File: config.mk
export PLATFORM = sky130hd
export DESIGN_NAME = pic_priority_resolver
export DESIGN_NICKNAME = d
export VERILOG_FILES = /design/src/rtl/pic_priority_resolver.sv
export SDC_FILE = /design/constraint.sdc
export NUM_CORES = 1
export LEC_CHECK = 0
export ABC_AREA = 1
export BUFFER_PORTS_ARGS = -buffer_cell sky130_fd_sc_hd__buf_2
export CORE_MARGIN = 4
export CORE_UTILIZATION = 58
export DETAILED_ROUTE_END_ITERATION = 8
export PLACE_DENSITY = 0.82
export SYNTH_ARGS = -nofsm -noshare
export SYNTH_HDL_FRONTEND = slang
export SYNTH_SLANG_ARGS = --single-unit
File: constraint.sdc
create_clock -name clk -period 3.7 [get_ports clk]
set_clock_uncertainty 0.15 [all_clocks]
set_input_delay 0.185 -clock clk [delete_from_list [all_inputs] [get_ports clk]]
set_output_delay 0.185 -clock clk [all_outputs]
set_load 0.05 [all_outputs]
File: src/rtl/pic_priority_resolver.sv
// 8259-style priority resolver: fixed or rotating priority over 8 requests,
// two-pulse INTA acknowledge, and the in-service register up to EOI.
module pic_priority_resolver #(
  parameter logic [2:0] SPURIOUS_LVL = 3'd7
) (
  input  logic       clk,
  input  logic       rst_n,
  input  logic [7:0] irr,
  input  logic [7:0] imr,
  input  logic       inta,
  input  logic       eoi,
  input  logic       seoi,
  input  logic       set_prio,
  input  logic [2:0] cmd_lvl,
  input  logic       rotate,
  input  logic       aeoi,
  output logic       int_req,
  output logic [7:0] clr_irr,
  output logic [2:0] vec_lvl,
  output logic       vec_valid,
  output logic [7:0] isr,
  output logic [2:0] lowest_lvl
);

  typedef enum logic {S_IDLE, S_ACK2} state_t;

  state_t     r_state, w_state_nxt;
  logic       r_int_req, w_int_req_nxt;
  logic [7:0] r_clr_irr, w_clr_irr_nxt;
  logic [2:0] r_vec_lvl, w_vec_lvl_nxt;
  logic       r_vec_valid, w_vec_valid_nxt;
  logic [7:0] r_isr, w_isr_nxt;
  logic [2:0] r_lowest, w_lowest_nxt;
  logic       r_spur, w_spur_nxt;

  logic [7:0] w_cand;
  logic       w_cand_any, w_isr_any, w_request;
  logic [2:0] w_win, w_win_rank, w_top, w_top_rank;
  logic [7:0] w_inta_set, w_aeoi_clr, w_cmd_clr;
  logic       w_aeoi_rot, w_l_from_cmd;
  logic [2:0] w_cmd_l;

  assign w_cand = irr & ~imr;

  // Walk levels from rank 0 (just above L) downward; first hit wins.
  always_comb begin
    logic [2:0] lvl;
    w_cand_any = 1'b0;
    w_win      = 3'd0;
    w_win_rank = 3'd0;
    w_isr_any  = 1'b0;
    w_top      = 3'd0;
    w_top_rank = 3'd0;
    for (int k = 0; k < 8; k++) begin
      lvl = r_lowest + 3'd1 + 3'(k);
      if (!w_cand_any && w_cand[lvl]) begin
        w_cand_any = 1'b1;
        w_win      = lvl;
        w_win_rank = 3'(k);
      end
      if (!w_isr_any && r_isr[lvl]) begin
        w_isr_any  = 1'b1;
        w_top      = lvl;
        w_top_rank = 3'(k);
      end
    end
  end

  assign w_request = w_cand_any && (!w_isr_any || (w_win_rank < w_top_rank));

  always_comb begin
    w_state_nxt     = r_state;
    w_int_req_nxt   = 1'b0;
    w_clr_irr_nxt   = 8'h00;
    w_vec_lvl_nxt   = r_vec_lvl;
    w_vec_valid_nxt = 1'b0;
    w_spur_nxt      = r_spur;
    w_inta_set      = 8'h00;
    w_aeoi_clr      = 8'h00;
    w_aeoi_rot      = 1'b0;
    case (r_state)
      S_IDLE: begin
        w_int_req_nxt = w_request;
        if (inta) begin
          w_int_req_nxt = 1'b0;
          w_state_nxt   = S_ACK2;
          if (w_cand_any) begin
            w_inta_set    = 8'h01 << w_win;
            w_clr_irr_nxt = 8'h01 << w_win;
            w_vec_lvl_nxt = w_win;
            w_spur_nxt    = 1'b0;
          end else begin
            w_vec_lvl_nxt = SPURIOUS_LVL;
            w_spur_nxt    = 1'b1;
          end
        end
      end
      S_ACK2: begin
        if (inta) begin
          w_vec_valid_nxt = 1'b1;
          w_state_nxt     = S_IDLE;
          if (aeoi && !r_spur) begin
            w_aeoi_clr = 8'h01 << r_vec_lvl;
            w_aeoi_rot = rotate;
          end
        end
      end
      default: w_state_nxt = S_IDLE;
    endcase
  end

  // Command decode: seoi beats eoi beats set_prio; losers are dropped.
  always_comb begin
    w_cmd_clr    = 8'h00;
    w_l_from_cmd = 1'b0;
    w_cmd_l      = cmd_lvl;
    if (seoi) begin
      w_cmd_clr    = 8'h01 << cmd_lvl;
      w_l_from_cmd = rotate;
    end else if (eoi) begin
      if (w_isr_any) begin
        w_cmd_clr    = 8'h01 << w_top;
        w_l_from_cmd = rotate;
        w_cmd_l      = w_top;
      end
    end else if (set_prio) begin
      w_l_from_cmd = 1'b1;
    end
  end

  assign w_isr_nxt    = (r_isr & ~w_cmd_clr & ~w_aeoi_clr) | w_inta_set;
  assign w_lowest_nxt = w_l_from_cmd ? w_cmd_l : (w_aeoi_rot ? r_vec_lvl : r_lowest);

  always_ff @(posedge clk or negedge rst_n) begin
    if (!rst_n) r_state <= S_IDLE;
    else        r_state <= w_state_nxt;
  end

  always_ff @(posedge clk or negedge rst_n) begin
    if (!rst_n) begin
      r_int_req   <= 1'b0;
      r_clr_irr   <= 8'h00;
      r_vec_lvl   <= 3'd0;
      r_vec_valid <= 1'b0;
      r_isr       <= 8'h00;
      r_lowest    <= 3'd7;
      r_spur      <= 1'b0;
    end else begin
      r_int_req   <= w_int_req_nxt;
      r_clr_irr   <= w_clr_irr_nxt;
      r_vec_lvl   <= w_vec_lvl_nxt;
      r_vec_valid <= w_vec_valid_nxt;
      r_isr       <= w_isr_nxt;
      r_lowest    <= w_lowest_nxt;
      r_spur      <= w_spur_nxt;
    end
  end

  assign int_req    = r_int_req;
  assign clr_irr    = r_clr_irr;
  assign vec_lvl    = r_vec_lvl;
  assign vec_valid  = r_vec_valid;
  assign isr        = r_isr;
  assign lowest_lvl = r_lowest;

endmodule

## Word-level counts from Yosys, hierarchy flattened

Cells that the tools add are included.

| word-level totals | value |
|---|---|
| register bits | 26 |
| input port bits | 27 |
| output and inout bits | 24 |
| logic and storage cells | 179 |

| cells by class | value |
|---|---|
| add/subtract/negate cells | 8 |
| order comparisons | 9 |
| shift operators | 4 |
| multiplexer cells | 107 |
| bitwise logic cells | 8 |
| reductions and logical operators | 35 |

Operators with widths:

| kind | count |
|---|---|
| two-way mux 3 bit | 34 |
| two-way mux 8 bit | 9 |
| binary-select mux 1 bit (select 3 bit) | 16 |
| two-way mux 1 bit | 47 |
| less-than comparator 3 x 4 -> 1 bit, second input constant | 8 |
| left shift 1 x 3 -> 8 bit, first input constant | 4 |
| AND 8 bit | 3 |
| NOT 8 bit | 3 |
| logical AND 1 bit | 16 |
| zero test 1 bit | 16 |
| adder 3 bit, second input constant | 4 |
| OR 8 bit | 1 |
| adder 3 x 1 -> 3 bit, second input constant | 2 |
| adder 3 x 2 -> 3 bit, second input constant | 2 |
| less-than comparator 3 bit | 1 |
| one-hot mux 1 bit (2 select lines) | 1 |
| AND reduction 2 bit | 1 |
| nonzero test 2 bit | 1 |
| logical OR 1 bit | 1 |
| NOT 1 bit | 1 |

## Depth between registers and ports, before layout

Gate-level depths: netlist of run 1.

| depth | value |
|---|---|
| depth in word-level cells | 33 |
| depth in mapped cells | 24 |
| mapped depth without buffers | 21 |

## Worst setup path before layout of run 1

No wires, ideal clock.

| timing | value |
|---|---|
| path type | reg2reg |
| start point | register r_lowest[0] (netlist: lowest_lvl[0]) |
| end point | register r_int_req (netlist: int_req) |
| library setup time | 0.122 ns |
| data arrival time | 3.144 ns |
| required time | 3.428 ns |
| slack | 0.285 ns |
| stages on the path, launching flop included | 23 |
| cell sequence | dfstp_2 -> inv_2 -> buf_4 -> ha_1 -> buf_4 -> nand2_1 -> nand2_2 -> buf_6 -> nand2_1 -> nand2_2 -> nand2_1 -> nand2_1 -> nor2_1 -> nand4_1 -> nor2_4 -> nand3_2 -> nand4_1 -> inv_1 -> ha_1 -> nand2_1 -> o21bai_1 -> nand2_1 -> a21oi_1 |

| on the way | value |
|---|---|
| cells in the longest elaborated chain, start to end | 30 |
| elaborated cells between the ends (all ways) | 104 |
| those cells by class | 8 x add/sub; 1 x order compare; 64 x mux; 31 x reduce/logical |

RTL lines:

| item | line | RTL |
|---|---|---|
| from (decl) | 33 | `logic [2:0] r_lowest, w_lowest_nxt;` |
| from (signal assigned) | 154 | `r_lowest <= w_lowest_nxt;` |
| adder 3 x 1 -> 3 bit * | 55 | `lvl = r_lowest + 3'd1 + 3'(k);` |
| branches (longest 26 deep; another with adder 3 x 1 -> 3 bit) | n/a |  |
| logical AND 1 bit * | 69 | `assign w_request = w_cand_any && (!w_isr_any \|\| (w_win_rank < w_top_rank));` |
| two-way mux 1 bit * | 84 | `if (inta) begin` |
| two-way mux 1 bit * | 81 | `case (r_state)` |
| net w_int_req_nxt | 28 | `logic r_int_req, w_int_req_nxt;` |
| to (signal assigned) | 149 | `r_int_req <= w_int_req_nxt;` |
| to (decl) | 28 |  |

Mark *: on every way through the listed nets, which the timed path passes. The select of a mux whose other input is x is not followed.
A chain may end at the register's enable or synchronous reset.

## Worst setup path after layout of run 1

| timing | value |
|---|---|
| start point | register r_lowest[0] (netlist: lowest_lvl[0]) |
| end point | register r_isr[1] (netlist: isr[1]) |

| on the way | value |
|---|---|
| cells in the longest elaborated chain, start to end | 33 |
| elaborated cells between the ends (all ways) | 112 |
| those cells by class | 8 x add/sub; 2 x shift; 70 x mux; 4 x bitwise; 28 x reduce/logical |

RTL lines:

| item | line | RTL |
|---|---|---|
| adder 3 x 1 -> 3 bit * | 55 |  |
| branches (longest 31 deep; another with adder 3 x 1 -> 3 bit) | n/a |  |
| OR 8 bit * | 131 | `assign w_isr_nxt = (r_isr & ~w_cmd_clr & ~w_aeoi_clr) \| w_inta_set;` |
| net w_isr_nxt[1] | 32 | `logic [7:0] r_isr, w_isr_nxt;` |
| to (signal assigned) | 153 | `r_isr <= w_isr_nxt;` |
| to (decl) | 32 |  |

Marked as above.

==> results of run 1 <==
[metal layers]
metal  share of wire, %  up-vias
met3                6.3       38
met5                  0        -
li1                   -     1832
met2                 50      177
met1                 40     1703
met4                4.1        0
[cell type report]
| class | instances | area (um2) | share of cell area (%) |
|---|---|---|---|
| Multi-Input combinational cell | 431 | 2100 | 60.3 |
| Sequential cell | 26 | 654 | 18.8 |
| Timing Repair Buffer | 54 | 287 | 8.24 |
| Inverter | 74 | 283 | 8.13 |
| Tap cell | 70 | 87.6 | 2.52 |
| Clock buffer | 3 | 41.3 | 1.19 |
| Clock inverter | 1 | 30.0 | 0.863 |
[flip-flops by register name (all words and copies together), names as in the netlist]
name        count
clr_irr         8
int_req         1
isr             8
lowest_lvl      3
r_spur          1
r_state         1
vec_lvl         3
vec_valid       1
[worst paths after layout]
path	end	slack, ns	depth (start not counted)
worst min-delay path	vec_valid	0.04	2
worst min register to register	r_spur	0.40	2
max in group asynchronous	clr_irr[5]	2.69	2
worst max-delay path	isr[1]	0.31	17
worst max register to register	isr[1]	0.31	17
min in group asynchronous	r_spur	0.32	2
[per-stage QoR]
step	utilization, %	hold WS, ns	setup WS, ns	cells
CTS	67.1	0.0433	0.262	659
floorplan	-	-0.261	0.285	542
detailed placement	65.6	0.0691	0.296	654
global route	67.2	0.0641	0.0213	659
global placement	65.6	0.0536	0.340	654
finish	67.2	0.0390	0.313	659
[logic make-up (layout without fill, tap and decap cells)]
| logic type | count (synthesis) | in the layout | synth area share [%] |
|---|---|---|---|
| simple gates | 385 | 385 | 55.7 |
| buf+inv | 85 | 132 | 12.0 |
| compound gates | 39 | 39 | 8.61 |
| flops | 26 | 26 | 21.0 |
| fa+ha+maj | 6 | 6 | 2.40 |
| mux | 1 | 1 | 0.321 |
[worst max-delay path: cells and delay by family, from the launching register on]
family,cells,cell delay (ns)
fa+ha+maj,1,0.36
simple gates,13,1.82
flops,1,0.56
compound gates,1,0.19
buf+inv,2,0.24
[timing repair]
item,4_1_cts,5_1_grt
hold endpoints to repair,23,0
hold buffers,1,0
resized for setup,0,2
endpoints found under the setup margin,0,2
setup buffers,0,0
[layout by cell type, fill, tap and decap left out, types with 4 or more instances in the layout]
cell type	Yosys	final
ha_1	6	6
dfrtp_1	23	23
buf_2	2	50
a21oi_1	11	11
o21ai_0	6	6
inv_1	64	64
o221a_2	4	4
inv_2	8	8
nand2_2	13	14
nor2_2	4	4
nand3_1	86	86
nand4_1	11	11
nor2_1	45	45
nand2_1	210	209
o21ai_1	6	6
nor2_4	4	4
==> results.toml, run 1 <==
[routing]
drt_iter0_markers = 321
via_per_inst = 5.69
vias = 3750
drc = 0
ant_nets = 0
drt-total-wl_mm = 9.75
drt-pass1-iter-count = 5
wl_per_cell_um = 14.8

[logic_synthesis]
synth_edf_count = 0
synth_top_area_share_pct = 25.2
synth_area_leaders = "nand2_1, dfrtp_1, nand3_1, inv_1, nor2_1"
synth_area_per_cell_um2 = 5.76
netlist_area_um2 = 3120
ys_types = 38
synth_fp_nets = 575
synth.yosys.seq_area_share_pct = 21.0
yosysTopAreaCell = "nand2_1"
async_flop_share_pct = 100
yosysMostFrequentCell = "nand2_1"
ys_warn_count = 0
synth_cells = 542
synth.ff_latch_count = 26
synth_ff_type = "dfrtp_1"
synth_common_cells = "nand2_1, nand3_1, inv_1, nor2_1, dfrtp_1"

[global_route]
globalRoute.totalOverflow = 0
grt_pass1_vias = 3497
grt_pass1_wl_mm = 15.9
use_met2_pct = 56.9
grt_use_met3_pct = 3.33
met1_usage_pct = 35.2
antenna_found_initial = 0
grt.busiest_layer = "met2"
globalRouteTotalUtil_pct = 30.7
grt_start_max_net_pins = 33

[timing]
drv_slew = 0
finalCritPeriodShare_pct = 91.5
rsz0062_at_grt = "no"
hold_violations = 0
clock.fmax_ghz = 0.295
setup_viol = 0
slew_headroom_pct = 59.7
tightestPinTransition_ns = 0.604
finalSetupTns_ns = 0
fin_crit_ns = 3.39

[setup_path]
cp_max_fo = 17
cp_slowest_stage_delay_ns = 0.56
cp_common_cell = "nand2_1"
worstPathArrival_ns = 3.45
crit_start = "lowest_lvl[0]"
crit_type = "reg -> reg"
path_cells = "inv_2 -> ha_1 -> inv_4 -> nand2_1 -> nand2_2 -> nand3_1 -> nand2_1 -> nand2_1 -> nand2_2 -> nand4_4 -> nor2_4 -> nand3_1 -> nand2_1 -> nand2_2 -> a21oi_4 -> nand3_1 -> nand2_1"
cp_slowest_cell = "dfstp_2"
cp-end-kind = "flop"
crit_path_start_kind = "flop"
cp.required_ns = 3.77
reg2reg_from = "lowest_lvl[0]"

[clock_network]
clkSinkCount = 26
root_buffer = "clkbuf_8"
ctsHtreeMaxLevel = 1
clk_pin_slew_ns = 0.09
cts_buffers = 3
worstSkewPairLatency_ns = 0.28
cts_tree = "done"
clk_path_buf_depth = 2

[floorplanning]
die-area_um2 = 6620
die_w_um = 81.4
start_util_pct = 60.4
fp-row-count = 26
ios = 51
coreArea_um2 = 5170
die_h_um = 81.4

[final_layout]
antenna_cells = 0
drive_above_1_share_pct = 18.3
syn_to_final_growth_pct = 11.4
fin_nets = 623
finalInstanceArea_um2 = 3480
fill_cells = 466

[place]
place_congestion = 0.964
postPlaceCellArea_um2 = 3390
io_buffers = 50
dp_hpwl_mm = 7.75

[status]
status = "completed"

[min_path]
hold_start = "inta"
hp-class = "in -> reg"

[run]
maxCapViolations = 0
Power of run 1 is left out: the tool's default activity adds up to more than one toggle a clock period on the data nets, which glitch-free logic cannot reach.
==> run 2, diff against run 1 <==
--- a/config.mk
+++ b/config.mk
@@ -5,12 +5,12 @@
 export SDC_FILE = /design/constraint.sdc
 export NUM_CORES = 1
 export LEC_CHECK = 0
-export ABC_AREA = 1
 export BUFFER_PORTS_ARGS = -buffer_cell sky130_fd_sc_hd__buf_2
 export CORE_MARGIN = 4
-export CORE_UTILIZATION = 58
+export CORE_UTILIZATION = 59
 export DETAILED_ROUTE_END_ITERATION = 8
 export PLACE_DENSITY = 0.82
+export SKIP_CTS_REPAIR_TIMING = 1
 export SYNTH_ARGS = -nofsm -noshare
 export SYNTH_HDL_FRONTEND = slang
 export SYNTH_SLANG_ARGS = --single-unit
==> results.toml, run 2 <==
[setup_path]
cp.required_ns = 3.71
path_cells = "inv_8 -> ha_4 -> mux4_2 -> or2_0 -> mux4_2 -> buf_6 -> nor3_4 -> nor2_2 -> ha_1 -> a21oi_1 -> o21ai_1 -> a2111oi_1"
rr_endpoint = "int_req"
cp_max_fo = 8
crit_start = "lowest_lvl[0]"
crit_type = "reg -> reg"
r2r_slack_ns = -0.11
cp_common_cell = "mux4_2"
worstPathArrival_ns = 3.82
cp_top_family = "multiplexers"
cp-end-kind = "flop"
reg2reg_depth = 12
cp_slowest_cell = "dfstp_2"
reg2reg_from = "lowest_lvl[0]"
cp_slowest_stage_delay_ns = 0.63
timing.critical_path.to = "int_req"
critPathBufInv = 2
crit_path_start_kind = "flop"
path_depth = 12

[place]
place_congestion = 0.964
postPlaceCellArea_um2 = 3770
io_buffers = 50
dp_hpwl_mm = 7.69
pre_cts_ws_ns = -0.0444

[min_path]
hp-class = "in -> reg"
hold_start = "inta"

[logic_synthesis]
netlist_area_um2 = 3330
async_flop_share_pct = 100
synth_cells = 372
synth_fp_nets = 405
ys_types = 71
synth_edf_count = 0
synth_area_per_cell_um2 = 8.95
yosysTopAreaCell = "dfrtp_1"
synth.yosys.seq_area_share_pct = 19.7
synth_common_cells = "nor2_1, mux4_2, dfrtp_1, a21oi_1, nand2_1"
synth.ff_latch_count = 26
ys_warn_count = 0
synth_area_leaders = "dfrtp_1, mux4_2, mux2i_1, nor2_1, a21oi_1"
synth_ff_type = "dfrtp_1"
yosysMostFrequentCell = "nor2_1"
synth_top_area_share_pct = 17.3

[clock_network]
clk_pin_slew_ns = 0.09
clkSinkCount = 26
ctsHtreeMaxLevel = 1
cts_buffers = 3
worstSkewPairLatency_ns = 0.27
clk_path_buf_depth = 2
cts_tree = "done"
root_buffer = "clkbuf_8"

[timing]
fin_ws_ns = -0.110
fin_crit_ns = 3.81
finalCritPeriodShare_pct = 103
setup_viol = 5
clock.fmax_ghz = 0.262
rsz0062_at_grt = "yes"
tightestPinTransition_ns = 0.685
hold_violations = 0
drv_slew = 0
slew_headroom_pct = 54.0

[final_layout]
drive_above_1_share_pct = 38.6
syn_to_final_growth_pct = 23.3
finalInstanceArea_um2 = 4100
mostFrequentLayoutCells = "buf_2, nor2_1, buf_4"
fill_cells = 422
fin_util_pct = 75.0
antenna_cells = 0
fin_nets = 474
layout_commonest_cell = "buf_2"

[routing]
drt-total-wl_mm = 10.6
drt_iter0_markers = 303
via_per_inst = 7.10
wl_per_cell_um = 20.7
vias = 3634
ant_nets = 0
drc = 0
drt-pass1-iter-count = 6

[global_route]
grt_pass1_vias = 3290
grt_start_max_net_pins = 27
globalRoute.totalOverflow = 0
grt_pass1_wl_mm = 16.2
antenna_found_initial = 0
globalRouteTotalUtil_pct = 28.4

[floorplanning]
die_h_um = 83.1
fp-row-count = 27
die_w_um = 83.1
start_util_pct = 60.8
ios = 51
die-area_um2 = 6910
coreArea_um2 = 5470

[status]
failed_checks = "setup timing"
status = "finished with violations"

[run]
maxCapViolations = 0
==> run 2: cell types whose count changed in the layout (fill, tap and decap cells not counted), moves of 8 or more <==
cell      before  now
buf_4          2   31
inv_1         64    7
inv_2          8    0
mux2i_1        1   12
mux4_2         0   24
nand2_1      209   20
nand2_2       14    1
nand2b_1       0   14
nand3_1       86   10
nand4_1       11    1
nor2_1        45   31
nor2b_1        0   11
nor3_1         0   15
o221ai_1       0   10
==> run 2: worst register-to-register path: cells and delay by family (launching register included) <==
family	cells	cell delay, ns
AO/OA/AOI/OAI	3	0.61
multiplexers	2	1.04
AND/OR/NAND/NOR	3	0.48
flip-flops	1	0.63
buffers and inverters	2	0.19
adder cells (fa/ha/maj)	2	0.61
==> run 2: worst min path at each step <==
| stage | end | cells past startpoint |
|---|---|---|
| final | int_req | 2 |
| after global routing | int_req | 2 |
| after CTS | isr[1] | 1 |
| after detailed placement | isr[1] | 1 |
| after global placement | clr_irr[7] | 1 |
| after floorplan | clr_irr[0] | 0 |
==> run 2: cells by family after synthesis <==
| logic type | count (synthesis) | synth area share (%) |
|---|---|---|
| AO/OA/AOI/OAI | 100 | 21.4 |
| XOR/XNOR | 6 | 2.89 |
| adder cells (fa/ha/maj) | 6 | 2.26 |
| buffers and inverters | 32 | 4.70 |
| flip-flops | 26 | 19.7 |
| multiplexers | 47 | 23.8 |
| AND/OR/NAND/NOR | 155 | 25.3 |
==> run 2: area by class of cell <==
type | count | area [um2] | share of cell area [%]
Timing Repair Buffer | 85 | 527 | 12.8
Tap cell | 72 | 90.1 | 2.20
Sequential cell | 26 | 654 | 16.0
Clock buffer | 3 | 41.3 | 1.01
Multi-Input combinational cell | 315 | 2710 | 66.1
Inverter | 10 | 47.5 | 1.16
Clock inverter | 1 | 30.0 | 0.732
==> run 2: per-stage QoR <==
step	TNS [ns]	hold WS [ns]	std cells
after floorplan	-2.86	-0.261	372
after global placement	0	0.0588	496
after detailed placement	-0.120	0.0676	496
after CTS	-0.262	-0.235	500
after global routing	-2.01	0.0256	512
final	-0.243	0.0288	512
==> run 2: per-layer routing <==
metal / wire length [um] / track usage, % / part of all wire (%) / vias up
li1: - / - / - / 1585
met1: 4250 / 40.4 / 40 / 1757
met2: 5050 / 45.2 / 48 / 249
met3: 1020 / 2.88 / 9.6 / 43
met4: 299 / 9.81 / 2.8 / 0
met5: 0 / 0 / 0 / -
Power of run 2 is left out for the same reason.
